--- src/rtl/spram_rw_top.sv ---
// Single-port RAM exerciser: fills a 2^ADDR_W x DATA_W write-first RAM with mem[a]=a, then reads it back.
// Optional macro RD_CHECK_EN compiles in a sticky read-back checker; otherwise rd_check_err is tied low.
module spram_rw_top #(
   parameter int ADDR_W = 5,
   parameter int DATA_W = 8
) (
   input  logic              sys_clk,
   input  logic              sys_rst_n,
   output logic              ram_en,
   output logic              ram_we,
   output logic [ADDR_W-1:0] ram_addr,
   output logic [DATA_W-1:0] ram_wr_data,
   output logic [DATA_W-1:0] ram_rd_data,
   output logic              rd_check_err
);

   localparam int DEPTH = 2 ** ADDR_W;

   logic [ADDR_W:0]   rw_cnt;
   logic              en_r;
   logic [DATA_W-1:0] mem [DEPTH];
   logic [DATA_W-1:0] douta = '0;

   // MSB of rw_cnt selects the phase: low half writes, high half reads.
   always_ff @(posedge sys_clk) begin
      if (!sys_rst_n) begin
         en_r   <= 1'b0;
         rw_cnt <= '0;
      end else begin
         en_r <= 1'b1;
         if (en_r) rw_cnt <= rw_cnt + 1'b1;
      end
   end

   assign ram_en      = en_r;
   assign ram_we      = en_r & ~rw_cnt[ADDR_W];
   assign ram_addr    = rw_cnt[ADDR_W-1:0];
   assign ram_wr_data = ram_we ? DATA_W'(ram_addr) : '0;

   // Write-first RAM; contents and douta survive reset.
   always_ff @(posedge sys_clk) begin
      if (ram_en) begin
         if (ram_we) begin
            mem[ram_addr] <= ram_wr_data;
            douta         <= ram_wr_data;
         end else begin
            douta <= mem[ram_addr];
         end
      end
   end

   assign ram_rd_data = douta;

`ifdef RD_CHECK_EN
   logic              rd_pend;
   logic [ADDR_W-1:0] addr_d;
   logic              err_r;

   always_ff @(posedge sys_clk) begin
      if (!sys_rst_n) begin
         rd_pend <= 1'b0;
         addr_d  <= '0;
         err_r   <= 1'b0;
      end else begin
         rd_pend <= ram_en & ~ram_we;
         addr_d  <= ram_addr;
         if (rd_pend && (ram_rd_data != DATA_W'(addr_d))) err_r <= 1'b1;
      end
   end

   assign rd_check_err = err_r;
`else
   assign rd_check_err = 1'b0;
`endif

endmodule

--- config.mk ---
export PLATFORM = sky130hd
export DESIGN_NAME = spram_rw_top
export DESIGN_NICKNAME = d
export VERILOG_FILES = /design/src/rtl/spram_rw_top.sv
export SDC_FILE = /design/constraint.sdc
export NUM_CORES = 1
export LEC_CHECK = 0
export ABC_AREA = 1
export CORE_MARGIN = 1.5
export CORE_UTILIZATION = 60
export DETAILED_ROUTE_END_ITERATION = 8
export PLACE_DENSITY = 0.86
export SLEW_MARGIN = 10
export SYNTH_ARGS = -nofsm -noshare
export SYNTH_HDL_FRONTEND = slang
export SYNTH_SLANG_ARGS = --single-unit
--- constraint.sdc ---
create_clock -name sys_clk -period 3.5 [get_ports sys_clk]
set_input_delay 0.525 -clock sys_clk [delete_from_list [all_inputs] [get_ports sys_clk]]
set_output_delay 0.525 -clock sys_clk [all_outputs]
set_load 0.01 [all_outputs]
==> impl_results.md, run 1 <==
- Port Buffers: 18
- Largest net degree at the start of global routing: 46
- HP Start: rw_cnt[5]
- Initial antenna violation count: 0
- Flop2flop setup slack: 1010 ps
- WHS Path Cells: 2
- Setup crit end kind: output port
- Synth warn: 0
- RR Endpoint: mem[27][2]
- Worst IR drop on VDD: 0.389 mV
- Die height: 117 um
- Pwr per Cell Area: 496 nW/um2
- Fin. Hold Viols: 0
- Setup Buffers After CTS: 0
- Slew Limit Fails: 0
- ANT cells: 0
- DP Wirelength: 10.1 mm
- Final worst slack: 341 ps
- Req. time, crit path: 2970 ps
- Most common cell after layout, fill and taps aside: nand2_1
- Multi-input logic area: 1890 um2
- Final period util: 0.903
- Max Root-Sink Buffers: 2
- Worst skew pair latency: 440 ps
- 1st-iter DRT viols: 661
- Layout Area Growth over Synthesis: 11.1%
- RSZ-0062 raised after global routing: no
- Via/cell ratio: 5.23
- Arr. time, crit path: 2630 ps
- Synth async-reset ratio: 0
- Worst slew pin tran: 633 ps
- Crit path time final: 3160 ps
- Pleak: 3.89 nW
- Primary FF master, synth: edfxtp_1
- Setup WS pre-CTS: 814 ps
- DP Area: around 8100 um2
- Nets: 851
- Drt drc: 0
- Critical path type: reg -> out
- 1st-pass router iterations: 7
- Row count: 41
- Max-slew headroom: 0.577
- Number of fill cells: 913
- Register area share after synthesis: 0.653
- Mapped cell area: between 7000 and 8000 um2
- Seq cells post-synth: 172
- Maxcap violations: 0
- Seq. cell area: 5100 um2
- Final setup vio count: 0
- H-tree Lvls: 4
- I/O Pins: 26
- Vias in the first global route: 4,985
- Die width: roughly 120 um
- Class of the tightest hold or removal check: reg -> reg
- Hold_buf cts: 0
- Routed wire length: 16.6 mm
- CP Max Fanout: 11
- Cells after synthesis: 827
- Post-synth EDFFs: 165
- Fmax: 317 MHz
- Worst r2r src: rw_cnt[0]
- Post-layout util: 0.684
- Hold Path Sink: rw_cnt[5]
- Initial Utilization: 0.616
- Reg2reg path depth: 4
- Hold WS: 572 ps
- Most frequent cells in the layout: 295 x nand2_1, 165 x inv_1, 165 x edfxtp_1
- Cell count after placement: 998
- CP Launch Type: flop
- First-pass GRT wire length: 25.6 mm
- Clk root buf: clkbuf_16
- Avg Inst Size Synth: 9.44 um2
- Final Wtd Congestion: 0.897
- Antenna-violating nets left: 0
- DIE AREA: 13,700 um2
- Layout cells sized above 1: 0.0699
- Status: finished, final reports clean
- Final setup TNS: 0 ps
- Final instance area: 8670 um2
- WL per Instance: roughly 16 um
- Clk slew on worst S/H paths: 60 ps
- Fin cells: 1,030
- Total GRT Usage: 0.261
- Clk_skew: 11.4 ps
- Total CTS buffers: 17
- Cts repair resizes: 0
- Vias: around 5,400
- Num Clock Sinks: ~170
- Post-synth cell types: 19
- Placeable Area: between 10,000 and 15,000 um2
- Design Power: 4.30 mW
- Congestion Overflow GR: 0
- CTS tree: done
[sequential cells by signal, indices dropped and copies added (netlist names)]
signal / cells
mem: 160
ram_en: 1
ram_rd_data: 5
rw_cnt: 6
[kinds of logic after synthesis]
family                   Yosys count  share of synthesized area
AND/OR/NAND/NOR                  433                      0.225
flip-flops                       172                      0.653
adder cells (fa/ha/maj)            4                    0.00641
other                              1                   0.000480
AO/OA/AOI/OAI                      8                    0.00545
buffers and inverters            209                      0.110
[worst max-delay path, stage by stage, from the launching register on]
cell	delay, ps
dfxtp_1	550
inv_1	160
nor2_2	210
clkinv_1	430
nor2_2	280
clkdlybuf4s50_1	570
[layout make-up]
cell class,instances,area share
well taps,172,0.0248
clock buffers,18,0.0495
repair buffers,31,0.0320
flip-flops and latches,172,0.588
multi-input cells,452,0.218
inverters,171,0.0740
clock inverters,14,0.0139
[metal layers]
metal	track usage	up-vias	wire length [um]
met5	0	-	0
met4	0.147	0	686
met3	0.0628	59	1630
met2	0.403	295	7770
met1	0.345	2449	6470
li1	-	2586	-
[synthesized netlist by cell type, types with 5 or more instances]
master	instances	area (um2)
nand2_1	295	1110
edfxtp_1	165	4950
inv_1	165	619
nand3_1	78	390
nor2_1	54	203
buf_2	22	110
buf_4	12	90.1
dfxtp_1	7	140
a21oi_1	5	25.0
inv_2	5	18.8
nor3_2	5	50.1
[how the worst max path moves through the flow]
stage / from / endpoint / slack [ps] / cells past startpoint
floorplan: ram_en / ram_wr_data[1] / 880 / 4
global placement: ram_en / ram_wr_data[3] / 870 / 5
detailed placement: ram_en / ram_wr_data[3] / 810 / 5
CTS: ram_en / ram_wr_data[3] / 320 / 5
global route: ram_en / ram_wr_data[3] / 120 / 5
finish: ram_en / ram_wr_data[3] / 340 / 5
[power by group]
part	switching (mW)	internal (mW)
logic	0.207	0.0929
clock network	0.760	0.975
registers	0.0113	2.26
(Power assumes the default switching activity.)
==> run 2: changes to the inputs <==
CTS_BUF_LIST = sky130_fd_sc_hd__clkbuf_4 sky130_fd_sc_hd__clkbuf_8   (was unset)
==> run 2 against run 1 <==
Effect of this change:
- fmax grew 0.77%
- power fell by 11%
- combinational power about the same
- clock skew fell by 4.2 ps
- global-route usage decreased by 0.56 points
- sequential power about the same
- clock-buffer cell count did not move
- register-to-register slack hardly changed
- via count shrank 1.2%
- critical path depth is the same
- clock power is 27% lower
- critical endpoint unchanged
- largest cell class unchanged
- largest power group unchanged
==> impl_results.md, run 2 (synthesis results as in run 1) <==
- Critical path type: reg -> out (unchanged)
- Setup Buffers After CTS: 0 (unchanged)
- CP cell instances: inv_1, nor2_2, clkinv_1, nor2_2, clkdlybuf4s50_1 (unchanged)
- 1st-pass router iterations: 5 (was 7)
- CP Max Fanout: 11 (unchanged)
- Die height: 117 um (unchanged)
- ANT cells: 0 (unchanged)
- Max reg flops: 160 (unchanged)
- Gr busiest metal: met2 (unchanged)
- Reg2reg path depth: 4 (unchanged)
- Maxcap violations: 0 (unchanged)
- Total CTS buffers: 17 (unchanged)
- Hold WS: 568 ps (was 572 ps)
- Arr. time, crit path: 2610 ps (was 2630 ps)
- Final Wtd Congestion: 0.897 (unchanged)
- Cell count after placement: 998 (unchanged)
- Flop2flop setup slack: 1010 ps (about the same)
- CP Launch Type: flop (unchanged)
- Worst skew pair latency: 460 ps (was 440 ps)
- Clk slew on worst S/H paths: 90 ps (was 60 ps)
- RSZ-0062 raised after global routing: no (unchanged)
- HP Start: rw_cnt[5] (unchanged)
- Clk_skew: 7.22 ps (was 11.4 ps)
- GRT met3 Usage: 0.0602 (was 0.0628)
- Most frequent cells in the layout: 295 x nand2_1, 165 x inv_1, 165 x edfxtp_1 (unchanged)
- Switch share: 0.239 (was 0.227)
- 1st-iter DRT viols: 677 (was 661)
- Placeable Area: 12,700 um2 (unchanged)
- Largest net degree at the start of global routing: 46 (unchanged)
- Crit path time final: 3130 ps (was 3160 ps)
- Worst IR drop on VDD: 0.300 mV (was 0.389 mV)
- Congestion Overflow GR: 0 (unchanged)
- Final worst slack: 365 ps (was 341 ps)
- GR Layer Usage met2: 0.398 (was 0.403)
- Req. time, crit path: 2970 ps (about the same)
- Setup crit end kind: output port (unchanged)
- Met1 GRT Util: 0.338 (was 0.345)
- Most common cell on crit path: nor2_2 (unchanged)
- Final setup vio count: 0 (unchanged)
- Design Power: 3.83 mW (was 4.30 mW)
- Max Root-Sink Buffers: 2 (unchanged)
- CP startpoint: ram_en (unchanged)
- Pwr per Cell Area: 451 nW/um2 (was 496 nW/um2)
- Sw Pwr: 0.914 mW (was 0.978 mW)
- WL per Instance: 15.6 um (was 16.1 um)
- Slew Limit Fails: 0 (unchanged)
- WHS Path Cells: 2 (unchanged)
- RR Endpoint: mem[27][2] (unchanged)
- I/O Pins: 26 (unchanged)
- Register bank with the most flops: mem (unchanged)
- Fin. Hold Viols: 0 (unchanged)
- Status: finished, final reports clean (unchanged)
- Post-layout util: 0.669 (was 0.684)
- Class of the tightest hold or removal check: reg -> reg (unchanged)
- Antenna-violating nets left: 0 (unchanged)
- Layout Area Growth over Synthesis: 8.66% (was 11.1%)
- Setup WS pre-CTS: 814 ps (unchanged)
- Clk pwr share: 0.330 (was 0.403)
- Routed wire length: 16.1 mm (was 16.6 mm)
- Fin cells: 1,030 (unchanged)
- Final setup TNS: 0 ps (unchanged)
- Die width: 117 um (unchanged)
- Hold_buf cts: 0 (unchanged)
- Fmax: 319 MHz (was 317 MHz)
- Initial Utilization: 0.616 (unchanged)
- Clk root buf: clkbuf_8 (was clkbuf_16)
- Combinational fraction of design power: 0.078 (was 0.070)
- Layout cells sized above 1: 0.0711 (was 0.0699)
- Cts repair resizes: 0 (unchanged)
- Drt drc: 0 (unchanged)
- Most common cell after layout, fill and taps aside: nand2_1 (unchanged)
- DIE AREA: 13,700 um2 (unchanged)
- Power Internal: 2.91 mW (was 3.32 mW)
- Worst slew pin tran: 625 ps (was 633 ps)
- Total GRT Usage: 0.256 (was 0.261)
- Flop pwr share: 0.592 (was 0.527)
- Max-slew headroom: 0.582 (was 0.577)
- Hold Path Sink: rw_cnt[5] (unchanged)
- CP max stage cell: clkdlybuf4s50_1 (unchanged)
- Row count: 41 (unchanged)
- Nets: 851 (unchanged)
- Vias: 5,326 (was 5,389)
- Final period util: 0.896 (was 0.903)
- Vias in the first global route: 4,948 (was 4,985)
- DP Area: 8120 um2 (unchanged)
- Initial antenna violation count: 0 (unchanged)
- H-tree Lvls: 4 (unchanged)
- Pleak: 3.80 nW (was 3.89 nW)
- Worst r2r src: rw_cnt[0] (unchanged)
- Port Buffers: 18 (unchanged)
- Num Clock Sinks: 172 (unchanged)
- First-pass GRT wire length: 25.0 mm (was 25.6 mm)
- DP Wirelength: 10.1 mm (unchanged)
- CTS tree: done (unchanged)
- Final instance area: 8480 um2 (was 8670 um2)
- Via/cell ratio: 5.17 (was 5.23)
- Critical path's largest stage delay: 570 ps (about the same)
run 2: power by group through the flow:
| stage | registers (mW) | clock network, mW | logic [mW] |
|---|---|---|---|
| after floorplan | 2.31 | 0 | 0.210 |
| after global placement | 2.31 | 0 | 0.291 |
| final | 2.26 | 1.26 | 0.299 |
| after global routing | 2.27 | 1.36 | 0.333 |
| after detailed placement | 2.31 | 0 | 0.292 |
| after CTS | 2.26 | 1.29 | 0.295 |
run 2: layer usage:
layer | wire, um | up-vias
met1 | 6410 | 2410
li1 | - | 2577
met5 | 0 | -
met3 | 1510 | 47
met2 | 7630 | 292
met4 | 515 | 0
run 2: how the worst max path moves through the flow:
stage / endpoint / slack [ps] / cells after the start
global placement: ram_wr_data[3] / 870 / 5
floorplan: ram_wr_data[1] / 880 / 4
detailed placement: ram_wr_data[3] / 810 / 5
finish: ram_wr_data[3] / 370 / 5
global route: ram_wr_data[3] / 100 / 5
CTS: ram_wr_data[3] / 290 / 5
run 2: worst max-delay path, delay by kind of cell (launching register included):
family | cells | cell delay (ps)
flip-flops | 1 | 550
buffers and inverters | 3 | 1130
AND/OR/NAND/NOR | 2 | 470
run 2: layout make-up:
class | instances | area, um2
clock buffers | 18 | 241
clock inverters | 14 | 120
fillers | 949 | 4190
inverters | 171 | 642
multi-input cells | 452 | 1890
flip-flops and latches | 172 | 5100
well taps | 172 | 215
repair buffers | 31 | 278
==> run 3: changes to the inputs <==
CORE_UTILIZATION = 65   (was 60)
GPL_TIMING_DRIVEN = 1   (was unset)
PLACE_DENSITY = 0.92   (was 0.86)
==> run 3 against run 2 <==
Effect of this change:
- the run now ends with DRC left
- register-to-register slack lost 120 ps
- power grew 5.8%
- clock-buffer cell count up 2
- combinational power barely moved
- critical path type unchanged
- sequential power barely moved
- hold slack improved by 6.5 ps
==> impl_results.md, run 3 (synthesis results as in run 1) <==
- Most frequent cells in the layout: 295 x nand2_1, 165 x inv_1, 165 x edfxtp_1 (unchanged)
- RSZ-0062 raised after global routing: no (unchanged)
- Setup crit end kind: output port (unchanged)
- Reg2reg path depth: 4 (unchanged)
- Final setup TNS: 0 ps (unchanged)
- Fin cells: 997 (was 1,030)
- Nets: 848 (was 851)
- First-pass GRT wire length: 26.6 mm (was 25.0 mm)
- Num Clock Sinks: 172 (unchanged)
- Max-slew headroom: 0.541 (was 0.582)
- Register bank with the most flops: mem (unchanged)
- 1st-iter DRT viols: 720 (was 677)
- Fin. Hold Viols: 0 (unchanged)
- Vias in the first global route: 5,242 (was 4,948)
- Pleak: 3.82 nW (was 3.80 nW)
- Initial antenna violation count: 0 (unchanged)
- Antenna-violating nets left: 0 (unchanged)
- Final period util: 0.892 (was 0.896)
- Congestion Overflow GR: 0 (unchanged)
- Max Root-Sink Buffers: 2 (unchanged)
- Total CTS buffers: 17 (unchanged)
- Total GRT Usage: 0.286 (was 0.256)
- Port Buffers: 18 (unchanged)
- Worst skew pair latency: 460 ps (about the same)
- DP Wirelength: 10.2 mm (was 10.1 mm)
- Die width: 113 um (was 117 um)
- Cell count after placement: 966 (was 998)
- Hold_buf cts: 0 (unchanged)
- Placeable Area: 11,600 um2 (was 12,700 um2)
- H-tree Lvls: 4 (unchanged)
- Req. time, crit path: 2970 ps (about the same)
- CP Launch Type: flop (unchanged)
- Hold WS: 574 ps (was 568 ps)
- Maxcap violations: 0 (unchanged)
- Drt drc: 2 (was 0)
- Clk root buf: clkbuf_8 (unchanged)
- Max reg flops: 160 (unchanged)
- Layout Area Growth over Synthesis: 8.74% (was 8.66%)
- Pwr per Cell Area: 477 nW/um2 (was 451 nW/um2)
- I/O Pins: 26 (unchanged)
- Row count: 39 (was 41)
- Die height: 113 um (was 117 um)
- Largest net degree at the start of global routing: 65 (was 46)
- Fmax: 320 MHz (was 319 MHz)
- Most common cell after layout, fill and taps aside: nand2_1 (unchanged)
- Final Wtd Congestion: 0.889 (was 0.897)
- Routed wire length: 17.0 mm (was 16.1 mm)
- CTS tree: done (unchanged)
- Via/cell ratio: 5.47 (was 5.17)
- Status: finished, violations left (was finished, final reports clean)
- Failing checks: DRC
- Number of fill cells: 714 (was 949)
- Post-layout util: 0.734 (was 0.669)
- Worst IR drop on VDD: 0.423 mV (was 0.300 mV)
- Final instance area: 8490 um2 (was 8480 um2)
- DIE AREA: 12,700 um2 (was 13,700 um2)
- Crit path time final: 3120 ps (was 3130 ps)
- DP Area: 8060 um2 (was 8120 um2)
- Slew Limit Fails: 0 (unchanged)
- Cts repair resizes: 0 (unchanged)
- WHS Path Cells: 2 (unchanged)
- Worst slew pin tran: 687 ps (was 625 ps)
- Arr. time, crit path: 2600 ps (was 2610 ps)
- Critical path type: reg -> out (unchanged)
- Vias: 5,452 (was 5,326)
- 1st-pass router iterations: 7 (was 5)
- Multi-input logic area: 1890 um2 (unchanged)
- Clk_skew: 11.3 ps (was 7.22 ps)
- Setup WS pre-CTS: 936 ps (was 814 ps)
- WL per Instance: 17.1 um (was 15.6 um)
- Final setup vio count: 0 (unchanged)
- CP Max Fanout: 11 (unchanged)
- Initial Utilization: 0.675 (was 0.616)
- Layout cells sized above 1: 0.0667 (was 0.0711)
- Setup Buffers After CTS: 0 (unchanged)
- Clk slew on worst S/H paths: 90 ps (about the same)
- ANT cells: 0 (unchanged)
- Final worst slack: 380 ps (was 365 ps)
- Design Power: 4.05 mW (was 3.83 mW)
- Seq. cell area: 5100 um2 (unchanged)
- Class of the tightest hold or removal check: reg -> reg (unchanged)
==> run 3: cell types whose count changed in the layout (fill, tap and decap cells not counted) <==
cell	previous run	this run
clkinvlp_4	3	2
inv_6	2	0
bufinv_16	1	4
clkbuf_4	1	3
clkinv_2	4	1
buf_4	13	10
==> run 3: critical path, stage by stage (launching register included) <==
cell and delay, ps:
dfxtp_1 560, inv_1 170, nor2_2 190, clkinv_1 380, nor2_2 250, clkdlybuf4s50_1 570
==> run 3: per-layer routing <==
metal | global-route usage | share of wire | vias up
met5 | 0 | 0 | -
met4 | 0.128 | 0.031 | 0
met3 | 0.0664 | 0.098 | 58
met2 | 0.461 | 0.49 | 330
met1 | 0.377 | 0.38 | 2489
li1 | - | - | 2575
==> run 3: cell type report <==
cell class	count	area share
tap	143	0.0211
inverter	171	0.0756
sequential	172	0.600
multi-input combinational	452	0.222
clock buffer	20	0.0302
clock inverter	11	0.0201
timing repair buffer	28	0.0301
==> run 3: worst paths after layout <==
kind	from	endpoint	slack [ps]
worst min register to register	rw_cnt[5]	rw_cnt[5]	570
worst min-delay path	rw_cnt[5]	rw_cnt[5]	570
worst max register to register	rw_cnt[0]	mem[29][2]	890
worst max-delay path	ram_en	ram_wr_data[1]	380
==> run 3: where the power goes <==
group	internal [mW]	switching (mW)	leakage (nW)	total [mW]
clock	0.796	0.684	0.211	1.48
sequential	2.25	0.0169	1.62	2.27
combinational	0.0896	0.212	1.99	0.301
total	3.14	0.912	3.82	4.05
